--- src/rtl/spi_arb_pkg.sv ---
// spi_arb_pkg: shared state encoding and spi_master word widths
package spi_arb_pkg;
    typedef enum logic [1:0] {IDLE, LAUNCH, RUN, DONE} state_t;
    localparam int SPI_TX_W = 12;
    localparam int SPI_RX_W = 8;
endpackage

--- src/rtl/spi_master_arbiter_rr_pick.sv ---
// rr_pick: combinational round-robin picker, searching upward from ptr with wrap-around
module rr_pick #(
    parameter int NREQ = 4
) (
    input  logic [NREQ-1:0]         req,
    input  logic [$clog2(NREQ)-1:0] ptr,
    output logic [NREQ-1:0]         win,
    output logic [$clog2(NREQ)-1:0] win_idx,
    output logic                    any
);
    localparam int IW = $clog2(NREQ);
    // walk offsets high to low so the nearest requester at or above ptr wins last
    always_comb begin
        win_idx = '0;
        for (int k = NREQ - 1; k >= 0; k--)
            if (req[(int'(ptr) + k) % NREQ]) win_idx = IW'((int'(ptr) + k) % NREQ);
    end
    assign any = |req;
    assign win = any ? NREQ'(1) << win_idx : '0;
endmodule

--- src/rtl/spi_master_arbiter.sv ---
// spi_master_arbiter: round-robin sharing of one spi_master among NREQ requesters
module spi_master_arbiter
    import spi_arb_pkg::*;
#(
    parameter int NREQ          = 4,
    parameter int TX_W          = SPI_TX_W,
    parameter int RX_W          = SPI_RX_W,
    parameter int START_TIMEOUT = 200000
) (
    input  logic                 clk,
    input  logic                 rst,
    input  logic [NREQ-1:0]      req,
    input  logic [NREQ*TX_W-1:0] req_data,
    output logic [NREQ-1:0]      gnt,
    output logic [NREQ-1:0]      done,
    output logic                 err,
    output logic [RX_W-1:0]      rsp_data,
    output logic                 spi_start,
    output logic [TX_W-1:0]      spi_tx_data,
    input  logic                 spi_busy,
    input  logic [RX_W-1:0]      spi_rx_data,
    input  logic                 spi_rx_rdy
);
    localparam int IW = $clog2(NREQ);
    localparam int CW = $clog2(START_TIMEOUT + 1);

    state_t          state, state_nx;
    logic [IW-1:0]   ptr, ptr_nx, widx, widx_nx, pick_idx;
    logic [NREQ-1:0] pick_win, gnt_nx, done_nx;
    logic            pick_any, err_nx, start_nx, got_rx, got_nx, rx_prev, rx_edge;
    logic [CW-1:0]   cnt, cnt_nx;
    logic [RX_W-1:0] rx_cap, cap_nx, rsp_nx;
    logic [TX_W-1:0] tx_nx;

    rr_pick #(.NREQ(NREQ)) u_pick (
        .req     (req),
        .ptr     (ptr),
        .win     (pick_win),
        .win_idx (pick_idx),
        .any     (pick_any)
    );

    assign rx_edge = spi_rx_rdy & ~rx_prev;

    always_comb begin
        state_nx = state;
        ptr_nx   = ptr;
        widx_nx  = widx;
        gnt_nx   = gnt;
        done_nx  = '0;
        err_nx   = err;
        rsp_nx   = rsp_data;
        start_nx = spi_start;
        tx_nx    = spi_tx_data;
        cnt_nx   = cnt;
        got_nx   = got_rx;
        cap_nx   = rx_cap;
        case (state)
            IDLE: if (pick_any) begin
                state_nx = LAUNCH;
                gnt_nx   = pick_win;
                widx_nx  = pick_idx;
                tx_nx    = req_data[pick_idx*TX_W +: TX_W];
                start_nx = 1'b1;
                cnt_nx   = '0;
                got_nx   = 1'b0;
            end
            LAUNCH: begin
                cnt_nx = (cnt == CW'(START_TIMEOUT)) ? cnt : cnt + CW'(1);
                if (spi_busy) begin
                    state_nx = RUN;
                    start_nx = 1'b0;
                end else if (cnt >= CW'(START_TIMEOUT - 1)) begin
                    state_nx = DONE;
                    start_nx = 1'b0;
                    done_nx  = gnt;
                    err_nx   = 1'b1;
                    rsp_nx   = '0;
                end
            end
            RUN: begin
                got_nx = got_rx | rx_edge;
                cap_nx = rx_edge ? spi_rx_data : rx_cap;
                // an edge in the same cycle busy falls still counts
                if (!spi_busy) begin
                    state_nx = DONE;
                    done_nx  = gnt;
                    err_nx   = !got_nx;
                    rsp_nx   = got_nx ? cap_nx : '0;
                end
            end
            default: begin
                state_nx = IDLE;
                gnt_nx   = '0;
                ptr_nx   = (widx == IW'(NREQ - 1)) ? '0 : widx + IW'(1);
            end
        endcase
    end

    always_ff @(posedge clk) begin
        if (rst) begin
            state       <= IDLE;
            ptr         <= '0;
            widx        <= '0;
            gnt         <= '0;
            done        <= '0;
            err         <= 1'b0;
            rsp_data    <= '0;
            spi_start   <= 1'b0;
            spi_tx_data <= '0;
            cnt         <= '0;
            got_rx      <= 1'b0;
            rx_cap      <= '0;
            rx_prev     <= 1'b1;
        end else begin
            state       <= state_nx;
            ptr         <= ptr_nx;
            widx        <= widx_nx;
            gnt         <= gnt_nx;
            done        <= done_nx;
            err         <= err_nx;
            rsp_data    <= rsp_nx;
            spi_start   <= start_nx;
            spi_tx_data <= tx_nx;
            cnt         <= cnt_nx;
            got_rx      <= got_nx;
            rx_cap      <= cap_nx;
            rx_prev     <= spi_rx_rdy;
        end
    end
endmodule

--- config.mk ---
export PLATFORM = sky130hd
export DESIGN_NAME = spi_master_arbiter
export DESIGN_NICKNAME = d
export VERILOG_FILES = /design/src/rtl/spi_arb_pkg.sv /design/src/rtl/spi_master_arbiter_rr_pick.sv /design/src/rtl/spi_master_arbiter.sv
export SDC_FILE = /design/constraint.sdc
export NUM_CORES = 1
export LEC_CHECK = 0
export ABC_AREA = 1
export BUFFER_PORTS_ARGS = -buffer_cell sky130_fd_sc_hd__buf_4
export CAP_MARGIN = 40
export CORE_AREA = 2 2 106 108
export CTS_CLUSTER_DIAMETER = 50
export CTS_CLUSTER_SIZE = 28
export DETAILED_ROUTE_END_ITERATION = 10
export DIE_AREA = 0 0 108 110
export PLACE_DENSITY = 0.67
export SYNTH_ARGS = -nofsm -noshare
export SYNTH_HDL_FRONTEND = slang
export SYNTH_SLANG_ARGS = --single-unit
--- constraint.sdc ---
create_clock -name clk -period 4.01 [get_ports clk]
set_input_delay 0 -clock clk [delete_from_list [all_inputs] [get_ports clk]]
set_output_delay 0 -clock clk [all_outputs]
set_load 0.01 [all_outputs]
# Word level (Yosys, flattened, before mapping)
# Index checks and enable logic that the tools add are counted.
# totals
regBits,64
input_bits,64
word_cells,107
output_inout_bits,30
# op_classes
bitwise,7
order_cmp,5
mul,1
shifts,2
eq_ne,10
n_reduce_logical,18
add_sub_neg,5
muxes,46
# ops
operator,count
$shiftx A48 B7 Y12,1
$mux W8,5
$mux W18,2
$pmux W18 S2,1
$add A18 B1 Y18 const B,1
$eq A18 B18 Y1 const B,1
$ge A18 B18 Y1 const B,1
$mux W2,9
$mux W4,4
$pmux W4 S2,2
$pmux W8 S2,1
$mux W1,14
$lt A3 B4 Y1 const B,3
$ne A2 B2 Y1 const B,5
$reduce_and A3 Y1,3
$bmux W1 S2,4
$reduce_or A2 Y1,4
$pmux W1 S2,3
$pmux W2 S3,1
$reduce_and A2 Y1,3
$reduce_bool A2 Y1,3
$add A2 B1 Y2 const B,2
$add A2 B2 Y2 const B,2
$eq A2 B2 Y1 const B,2
other kinds (14),17

# Depth between registers and ports, before layout
# Gate-level depths: netlist (run 1).
# depth
word_depth,13
mapped_depth,15
depth_no_buf,14

# Hierarchy
# A second synthesis (run 1) with hierarchy kept.
# unflattened
hier_cells,586
area_unflattened_um2,3748.6
# by_module_without_submodules
mod,area_per_inst_um2,instances,seq_area_each_um2,cells_per_inst
spi_master_arbiter,3467.1,1,1281.2,520
rr_pick,281.5,1,0.0,66

# Least setup slack after synthesis (run 1)
# Ideal clock, no wire load.
# synth_timing
path_kind,reg2reg
start,register state[0]
end,register rsp_data[2]
arrival_time_ns,1.605
slack_ns,2.335
setup_ns,0.070
required_ns,3.940
n_path_buf,1
path_stages_with_launch,10
synth_period_minus_slack_ns,1.675
cell_sequence,dfxtp_1 -> inv_1 -> ha_1 -> clkbuf_1 -> inv_1 -> nor2_1 -> inv_1 -> nor2_1 -> nand3_1 -> a21oi_1
# synth_via
elab_chain_len,3
word_cells_on_any_way,8
classes_between,5 x eq/ne; 1 x mux; 2 x reduce/logical
# synth_rtl
element,line,text
"start, declared",spi_master_arbiter.sv:27,"state_t state, state_nx;"
"start signal, assigned",spi_master_arbiter.sv:116,state <= state_nx;
$eq A2 B1 Y1 or $eq A2 B2 Y1 (tied branches),spi_master_arbiter.sv:58,case (state)
$ne A2 B2 Y1 (no line) or $reduce_bool A2 Y1 (tied branches),n/a,
$reduce_and A4 Y1 (no line),n/a,
"end signal, assigned",spi_master_arbiter.sv:122,rsp_data <= rsp_nx;
"end, declared",spi_master_arbiter.sv:17,"output logic [RX_W-1:0] rsp_data,"
# Parallel ways exist; a longest one is shown, timed or not.
# A chain may end at the register's enable or synchronous reset.

# Worst setup path after layout (run 1)
# layout_timing
start,register ptr[0]
end,register spi_tx_data[11]
# layout_via
elab_chain_len,10
word_cells_on_any_way,20
classes_between,3 x add/sub; 1 x mul; 1 x shift; 15 x mux
# layout_rtl
element,line,text
"start, declared",spi_master_arbiter.sv:28,"logic [IW-1:0] ptr, ptr_nx, widx, widx_nx, pick_idx;"
"start signal, assigned",spi_master_arbiter.sv:117,ptr <= ptr_nx;
$add A2 B2 Y2,spi_master_arbiter_rr_pick.sv:16,if (req[(int'(ptr) + k) % NREQ]) win_idx = IW'((int'(ptr) + k) % NREQ);
$bmux W1 S2,spi_master_arbiter_rr_pick.sv:16,
$mux W1 (implied by the code) (2 in series),spi_master_arbiter_rr_pick.sv:16,
$mux W2 (3 in series),spi_master_arbiter_rr_pick.sv:16,
$mux W2 (*),spi_master_arbiter_rr_pick.sv:16,
$mul A2 B2 Y4 (*),spi_master_arbiter.sv:63,tx_nx = req_data[pick_idx*TX_W +: TX_W];
$shiftx A48 B7 Y12 (*),spi_master_arbiter.sv:63,
"end signal, assigned",spi_master_arbiter.sv:124,spi_tx_data <= tx_nx;
"end, declared",spi_master_arbiter.sv:19,"output logic [TX_W-1:0] spi_tx_data,"
# Mark *: on every way between the ends. The rest lies on a longest branch, timed or not. The select of a mux whose other input is x is not followed.

==> impl_metrics.csv, run 1 <==
group,metric,value,unit
run_status,run_status,"complete, no violations",
logic_synthesis,synth-edff-count,0,
pwr,peakVddDrop,0.0002906,V
logic_synthesis,synth_xor_area_frac,0.002380,
critical_path,rr_worst_depth,15,
grt,grt_pass1_vias,3689,
timing,fin_worst_skew,9.664,ps
grt,grt_pass1_wl,17100,um
critical_path,timing.rr.end,"spi_tx_data[11]",
critical_path,r2r_start,"ptr[0]",
critical_path,path_max_fanout,24,
logic_synthesis,synth_cell_types,41,
cts,cts_buffers,9,
cells_and_area,final_cell_area,0.004830,mm^2
routing,postRouteWirelength,10030,um
hold_path,min_path_type,"in2reg",
logic_synthesis,yosys-top-cells-count,"nand2_1, dfxtp_1, nand3_1, nor2_1, inv_1",
logic_synthesis,avgSynthCellArea,6.827,um^2
placed_design,dpl.hpwl,7386,um
cells_and_area,final_cells,784,
logic_synthesis,synth_top_family_by_area,"simple AND/OR/NAND/NOR gates",
logic_synthesis,synthCells,539,
logic_synthesis,synth_compound_area_frac,0.1241,
floorplan,dieHeight,110,um
critical_path,crit_path_end_kind,"register",
logic_synthesis,syn-num-nets,610,
cells_and_area,n_fill_cell,1061,
grt,antenna_found_initial,0,
critical_path,cp.required,4300,ps
cells_and_area,num-nets-final,710,
grt,overflow,0,
critical_path,path_class,"reg2reg",
cts,htreeDepth,3,
floorplan,ios,94,
timing,tightest_slew,568.1,ps
timing,max_freq,335.4,MHz
pwr,power.density,591.9,mW/mm^2
logic_synthesis,synth_seq_area_share,0.3482,
critical_path,cp_top_family,"simple AND/OR/NAND/NOR gates",
logic_synthesis,synth-simple-area-share,0.3869,
placed_design,io_buffers,93,
logic_synthesis,synthFlopType,"dfxtp_1",
critical_path,cpMostUsedCell,"nand2_1",
timing,finalHoldViolCount,0,
routing,drt-wirelength-per-cell,12.80,um
timing,rsz0062_at_grt,"no",
critical_path,critPathLaunch,"ptr[0]",
logic_synthesis,synth_seq_cells,64,
critical_path,worstPathArrival,3270,ps
floorplan,coreArea,0.01070,mm^2
timing,timing.hold.ws,13.72,ps
logic_synthesis,synth_top_area_frac,0.3482,
timing,post-route-period-util,0.7434,
cts,cts_tree,"built",
cts,root_buffer,"clkbuf_8",
critical_path,rrSetupSlack,1030,ps
critical_path,critPathSlowestCell,"dfxtp_1",
routing,initialDrtViolationCount,137,
logic_synthesis,synth_area_leaders,"dfxtp_1, nand2_1, nand3_1, nor2_1, inv_1",
timing,layout_setup_ws,1029,ps
logic_synthesis,synth_top_area_cell,"dfxtp_1",
logic_synthesis,syn_area,0.003680,mm^2
routing,viasPerCell,4.980,
logic_synthesis,synth_most_common_cell,"nand2_1",
floorplan,die_w,108,um
logic_synthesis,ys_warn_count,0,
cts,cts_sinks,64,
logic_synthesis,synthAdderAreaFrac,0.02380,
cts,clkTransAtPathRegs,70,ps
critical_path,worst-path-buf-inv,4,
timing,relSlewSlack,0.6200,
critical_path,crit_cells,15,
routing,ant_nets,0,
timing,min_period,2981,ps
routing,num_vias,3904,
cts,insertion_delay,350,ps
critical_path,crit_end,"spi_tx_data[11]",
routing,drc_errors,0,
placed_design,dpl-instance-area,0.004432,mm^2
floorplan,rows,38,
grt,grt_usage,0.1784,
timing,setup_viol,0,
timing,tns,0,ps
placed_design,place_ws,1607,ps
cells_and_area,insertedDiodeCount,0,
routing,firstDrtPassIters,4,
critical_path,crit_path_max_incr_delay,590,ps
logic_synthesis,synthArstFlopShare,0,
critical_path,start_kind,"register",
floorplan,start_util,0.3440,
critical_path,path_cells,"inv_4, nand2_1, nand2_1, nand2_1, nand2_1, inv_1, nand3_1, nand2_2, inv_2, nor2_4, nand2_1, nand2_1, nor2_1, dlygate4sd3_1, nor2_1",
logic_synthesis,muxShareOfSynthArea,0.01088,
pwr,p_leak,2.133,nW
grt,grt_max_degree,30,
floorplan,dieArea,0.01188,mm^2
flow_run,cap_violations,0,
cts,clockBufferDepth,2,
placed_design,routabilityCongestion,0.8817,
cells_and_area,drive_gt1_frac,0.2283,
cells_and_area,syn2layout_area_growth,31.25,%
timing,drv_slew,0,
placed_design,place_inst,751,
[per-layer routing]
metal / part of all wire / wire length [um] / up-vias / GRT usage
li1: - / - / 2003 / -
met4: 0.0086 / 86 / 0 / 0.05861
met5: 0 / 0 / - / 0
met1: 0.44 / 4375 / 1775 / 0.2212
met2: 0.48 / 4815 / 116 / 0.3005
met3: 0.075 / 754 / 10 / 0.04938
[worst min-delay path by stage]
stage	start	to	cells past startpoint
5_1_grt	req_data[45]	spi_tx_data[9]	5
2_1_floorplan	spi_rx_rdy	rx_prev	2
3_5_place_dp	spi_rx_rdy	rx_prev	3
4_1_cts	req_data[42]	spi_tx_data[6]	5
6_report	req_data[42]	spi_tx_data[6]	5
3_3_place_gp	spi_rx_rdy	rx_prev	3
[repair_timing]
action / in CTS / in global routing
endpoints found under the hold margin: 27 / 0
resized for setup: 0 / 0
setup buffers: 0 / 0
hold buffers: 17 / 0
[metrics by stage]
stage	total power [W]	util
after floorplan	0.001865	-
after global placement	0.002164	0.4143
after detailed placement	0.002198	0.4143
after CTS	0.002877	0.4515
after global routing	0.003107	0.4515
final	0.002859	0.4515
[logic make-up (layout without fill, tap and decap cells)]
| logic type | after synthesis | after routing |
|---|---|---|
| compound gates | 83 | 83 |
| buf+inv | 85 | 190 |
| mux | 4 | 4 |
| simple gates | 295 | 295 |
| flops | 64 | 64 |
| xor+xnor | 1 | 1 |
| fa+ha+maj | 7 | 7 |
[final cells by class]
cell class | instances | area [um^2] | share of cell area
timing repair buffer | 113 | 890.9 | 0.1845
tap | 140 | 175.2 | 0.03627
clock buffer | 10 | 137.6 | 0.02850
inverter | 61 | 231.5 | 0.04793
sequential | 64 | 1281 | 0.2653
multi-input combinational | 390 | 2023 | 0.4189
clock inverter | 6 | 90.09 | 0.01865
[sequential cells by signal, indices dropped and copies added, names as in the netlist]
signal       flops
err              1
rsp_data         8
spi_start        1
state            2
widx             2
rx_prev          1
cnt             18
done             4
got_rx           1
rx_cap           8
ptr              2
gnt              4
spi_tx_data     12
[worst min-delay path: stages]
cell,delay [ps]
buf_4,80
nand3_2,70
nand2_1,60
nor2_1,40
nor2_1,80
[cells in the final DEF (no fill, tap or decap), types with 2 or more instances in the layout]
master         count
a211oi_1           3
a21oi_1           35
buf_4             96
bufinv_16          2
clkbuf_8          10
dfxtp_1           64
dlygate4sd3_1     17
ha_1               7
inv_1             54
inv_2              5
mux2i_1            4
nand2_1          107
nand2_2            6
nand2_4            2
nand3_1           60
nand3_2           10
nand4_1           28
nor2_1            58
nor2_2             4
nor2_4             2
nor3_1             9
nor3b_1            4
nor4_1             2
o211ai_1           5
o21ai_0           29
o21ai_1            4
[power by group]
part | total [W] | switching, W | internal [W]
logic | 0.00134 | 0.000841 | 0.000501
registers | 0.000876 | 0.0000963 | 0.000780
clock network | 0.000640 | 0.000271 | 0.000369
total | 0.00286 | 0.00121 | 0.00165
Power figures use the tool's default switching activity.
==> run 2, diff against run 1 <==
Settings changed: ABC_AREA 1 to 0, CORE_AREA 2 2 106 108 to 2 2 98 100, DIE_AREA 0 0 108 110 to 0 0 100 102, PLACE_DENSITY 0.67 to 0.68.
Clock period 4.01 ns to 3.1 ns, I/O delays scaled along.
==> run 2 against run 1 <==
  * Total power down 6.5%
  * Largest power group is now sequential cells
  * Critical path depth shrank 7
  * Synthesized cell count decreased by 36%
  * Largest cell class unchanged
  * Clock skew grew 3.6 ps
  * Critical path type unchanged
  * Utilization increased by 2.3 points
  * Sequential share of layout area up 3.1 points
  * Clock power grew 31%
==> impl_metrics.csv, run 2 <==
group,metric,value,unit
logic_synthesis,avgSynthCellArea,9.025,um^2
cts,cts_buffers,9,
floorplan,rows,35,
run_status,run_status,"complete, no violations",
floorplan,coreArea,0.009109,mm^2
pwr,switching_power,0.0008397,W
cells_and_area,syn2layout_area_growth,38.11,%
cts,cts_resized,0,
critical_path,r2r_start,"ptr[0]",
cts,insertion_delay,340,ps
logic_synthesis,synth_area_leaders,"dfxtp_1, mux2i_1, nor2_1, nand2_1, a21oi_1",
grt,grt_max_degree,32,
cells_and_area,final_cells,571,
pwr,seq_power_share,0.373,
critical_path,start_kind,"register",
grt,grt_pass1_wl,12910,um
placed_design,routabilityCongestion,0.7925,
critical_path,cp.required,3390,ps
pwr,swShare,0.3142,
cts,htreeDepth,3,
grt,grt_use_met2,0.2739,
hold_path,min_path_type,"in2reg",
cts,cts_sinks,64,
critical_path,path_max_fanout,7,
flow_run,cap_violations,0,
cells_and_area,insertedDiodeCount,0,
routing,num_vias,2894,
cts,cts_tree,"built",
grt,overflow,0,
timing,drv_slew,0,
floorplan,dieHeight,102,um
placed_design,dpl-instance-area,0.003905,mm^2
timing,tns,0,ps
critical_path,crit_path_end_kind,"register",
logic_synthesis,yosys-top-cells-count,"dfxtp_1, nor2_1, mux2i_1, nand2_1, a21oi_1",
logic_synthesis,synth_seq_cells,64,
logic_synthesis,synthCells,347,
critical_path,timing.rr.end,"spi_tx_data[0]",
cells_and_area,largest_register_ffs,18,
placed_design,dpl.hpwl,5825,um
cts,clockBufferDepth,2,
hold_path,hold_end,"spi_tx_data[9]",
logic_synthesis,ys_warn_count,0,
floorplan,start_util,0.3438,
logic_synthesis,synthFlopType,"dfxtp_1",
pwr,peakVddDrop,0.0002785,V
timing,post-route-period-util,0.8856,
logic_synthesis,synth_seq_area_share,0.4091,
grt,grt_pass1_vias,2905,
timing,setup_viol,0,
cells_and_area,reg_top3,"cnt (18), spi_tx_data (12)",
timing,fin_worst_skew,13.31,ps
logic_synthesis,synth_top_area_frac,0.4091,
logic_synthesis,syn-num-nets,418,
routing,initialDrtViolationCount,115,
cts,clkTransAtPathRegs,80,ps
cells_and_area,mostFrequentLayoutCells,"buf_4, dfxtp_1, nor2_1",
routing,viasPerCell,5.068,
logic_synthesis,synth_top_area_cell,"dfxtp_1",
placed_design,io_buffers,93,
cells_and_area,num-nets-final,526,
cts,root_buffer,"clkbuf_8",
cells_and_area,regMostFlops,"cnt",
timing,min_period,2745,ps
floorplan,dieArea,0.01020,mm^2
logic_synthesis,synthArstFlopShare,0,
routing,drt-wirelength-per-cell,13.52,um
hold_path,worstHoldStart,"req_data[45]",
cells_and_area,final_cell_area,0.004325,mm^2
routing,postRouteWirelength,7719,um
routing,ant_nets,0,
critical_path,rr_worst_depth,8,
grt,grt_usage,0.1570,
pwr,p_comb_frac,0.313,
logic_synthesis,syn_area,0.003132,mm^2
logic_synthesis,synth_cell_types,51,
pwr,p_leak,1.866,nW
timing,finalHoldViolCount,0,
grt,grt.busiest_layer,"met2",
timing,max_freq,364.2,MHz
grt,grt.met3_usage,0.06088,
pwr,intPower,0.001833,W
cells_and_area,drive_gt1_frac,0.2739,
cts,cts_setup_buffers,0,
logic_synthesis,synth-edff-count,0,
placed_design,place_inst,537,
critical_path,path_class,"reg2reg",
grt,antenna_found_initial,0,
pwr,power.density,617.9,mW/mm^2
critical_path,rrSetupSlack,350,ps
floorplan,ios,94,
cells_and_area,n_fill_cell,859,
timing,relSlewSlack,0.5718,
hold_path,hold_depth,4,
routing,drc_errors,0,
routing,firstDrtPassIters,4,
logic_synthesis,synth_most_common_cell,"dfxtp_1",
grt,met1_usage,0.1777,
timing,tightest_slew,636.4,ps
cells_and_area,layout_commonest_cell,"buf_4",
floorplan,die_w,100,um
critical_path,critPathLaunch,"ptr[0]",
critical_path,worstPathArrival,3040,ps
timing,rsz0062_at_grt,"no",
pwr,clock_power_share,0.314,
[run 2: changes by cell type after synthesis, sizes merged, moves of 25 or more]
cell   change
mux2i     +28
nor2      -25
nand4     -25
nand2     -87
nand3     -52
inv       -53
o21ai     -30
[run 2: final cells by class]
cell class / instances / area [um^2] / area share
well taps: 111 / 138.9 / 0.03211
repair buffers: 114 / 900.9 / 0.2083
flip-flops and latches: 64 / 1281 / 0.2962
clock inverters: 4 / 75.07 / 0.01736
multi-input cells: 259 / 1738 / 0.4018
clock buffers: 12 / 165.2 / 0.03818
inverters: 7 / 26.28 / 0.006075
[run 2: worst max-delay path, stage by stage (launching register included)]
cell           delay, ps
dfxtp_1              330
nor2b_1              190
o21ai_0              140
o211ai_2             180
nor2b_1              360
a22oi_1              140
dlygate4sd3_1        580
o221ai_1             190
dlygate4sd3_1        590
[run 2: per-stage QoR]
step                hold WS (ps)  setup WS, ps    util  total power [W]
finish                     21.86         354.6  0.4749         0.002673
global route               29.16         209.6  0.4749         0.002836
CTS                        5.066         411.1  0.4749         0.002697
detailed placement         200.1         979.5  0.4287         0.001821
global placement           194.3          1114  0.4287         0.001800
floorplan                  106.6          1208       -         0.001525
[run 2: power groups by stage]
| stage | registers [W] | clock network (W) | logic (W) |
|---|---|---|---|
| after floorplan | 0.00104 | 0 | 0.000486 |
| after global placement | 0.00101 | 0 | 0.000790 |
| after detailed placement | 0.00101 | 0 | 0.000807 |
| after CTS | 0.000997 | 0.000857 | 0.000843 |
| after global routing | 0.00101 | 0.000900 | 0.000927 |
| final | 0.000997 | 0.000839 | 0.000837 |
[run 2: worst max-delay path by stage]
stage | slack [ps] | cells past startpoint | to
2_1_floorplan | 1210 | 9 | cnt[15]
3_3_place_gp | 1110 | 8 | cnt[15]
3_5_place_dp | 980 | 8 | cnt[15]
4_1_cts | 410 | 7 | spi_tx_data[10]
5_1_grt | 210 | 7 | spi_tx_data[0]
6_report | 350 | 8 | spi_tx_data[0]
[run 2: logic make-up after synthesis]
kind of cell    share of synthesized area
mux                                0.1023
flops                              0.4091
simple gates                       0.2121
xor+xnor                          0.03915
buf+inv                           0.03596
compound gates                     0.1734
fa+ha+maj                         0.02797
[run 2: what timing repair did]
item / CTS / global route
endpoints found under the setup margin: 0 / 0
hold buffers: 18 / 0
hold endpoints to repair: 20 / 0
[run 2: routing by layer]
metal | routed length, um | up-vias
met5 | 0 | -
li1 | - | 1466
met3 | 519 | 10
met1 | 3351 | 1337
met4 | 111 | 0
met2 | 3736 | 81
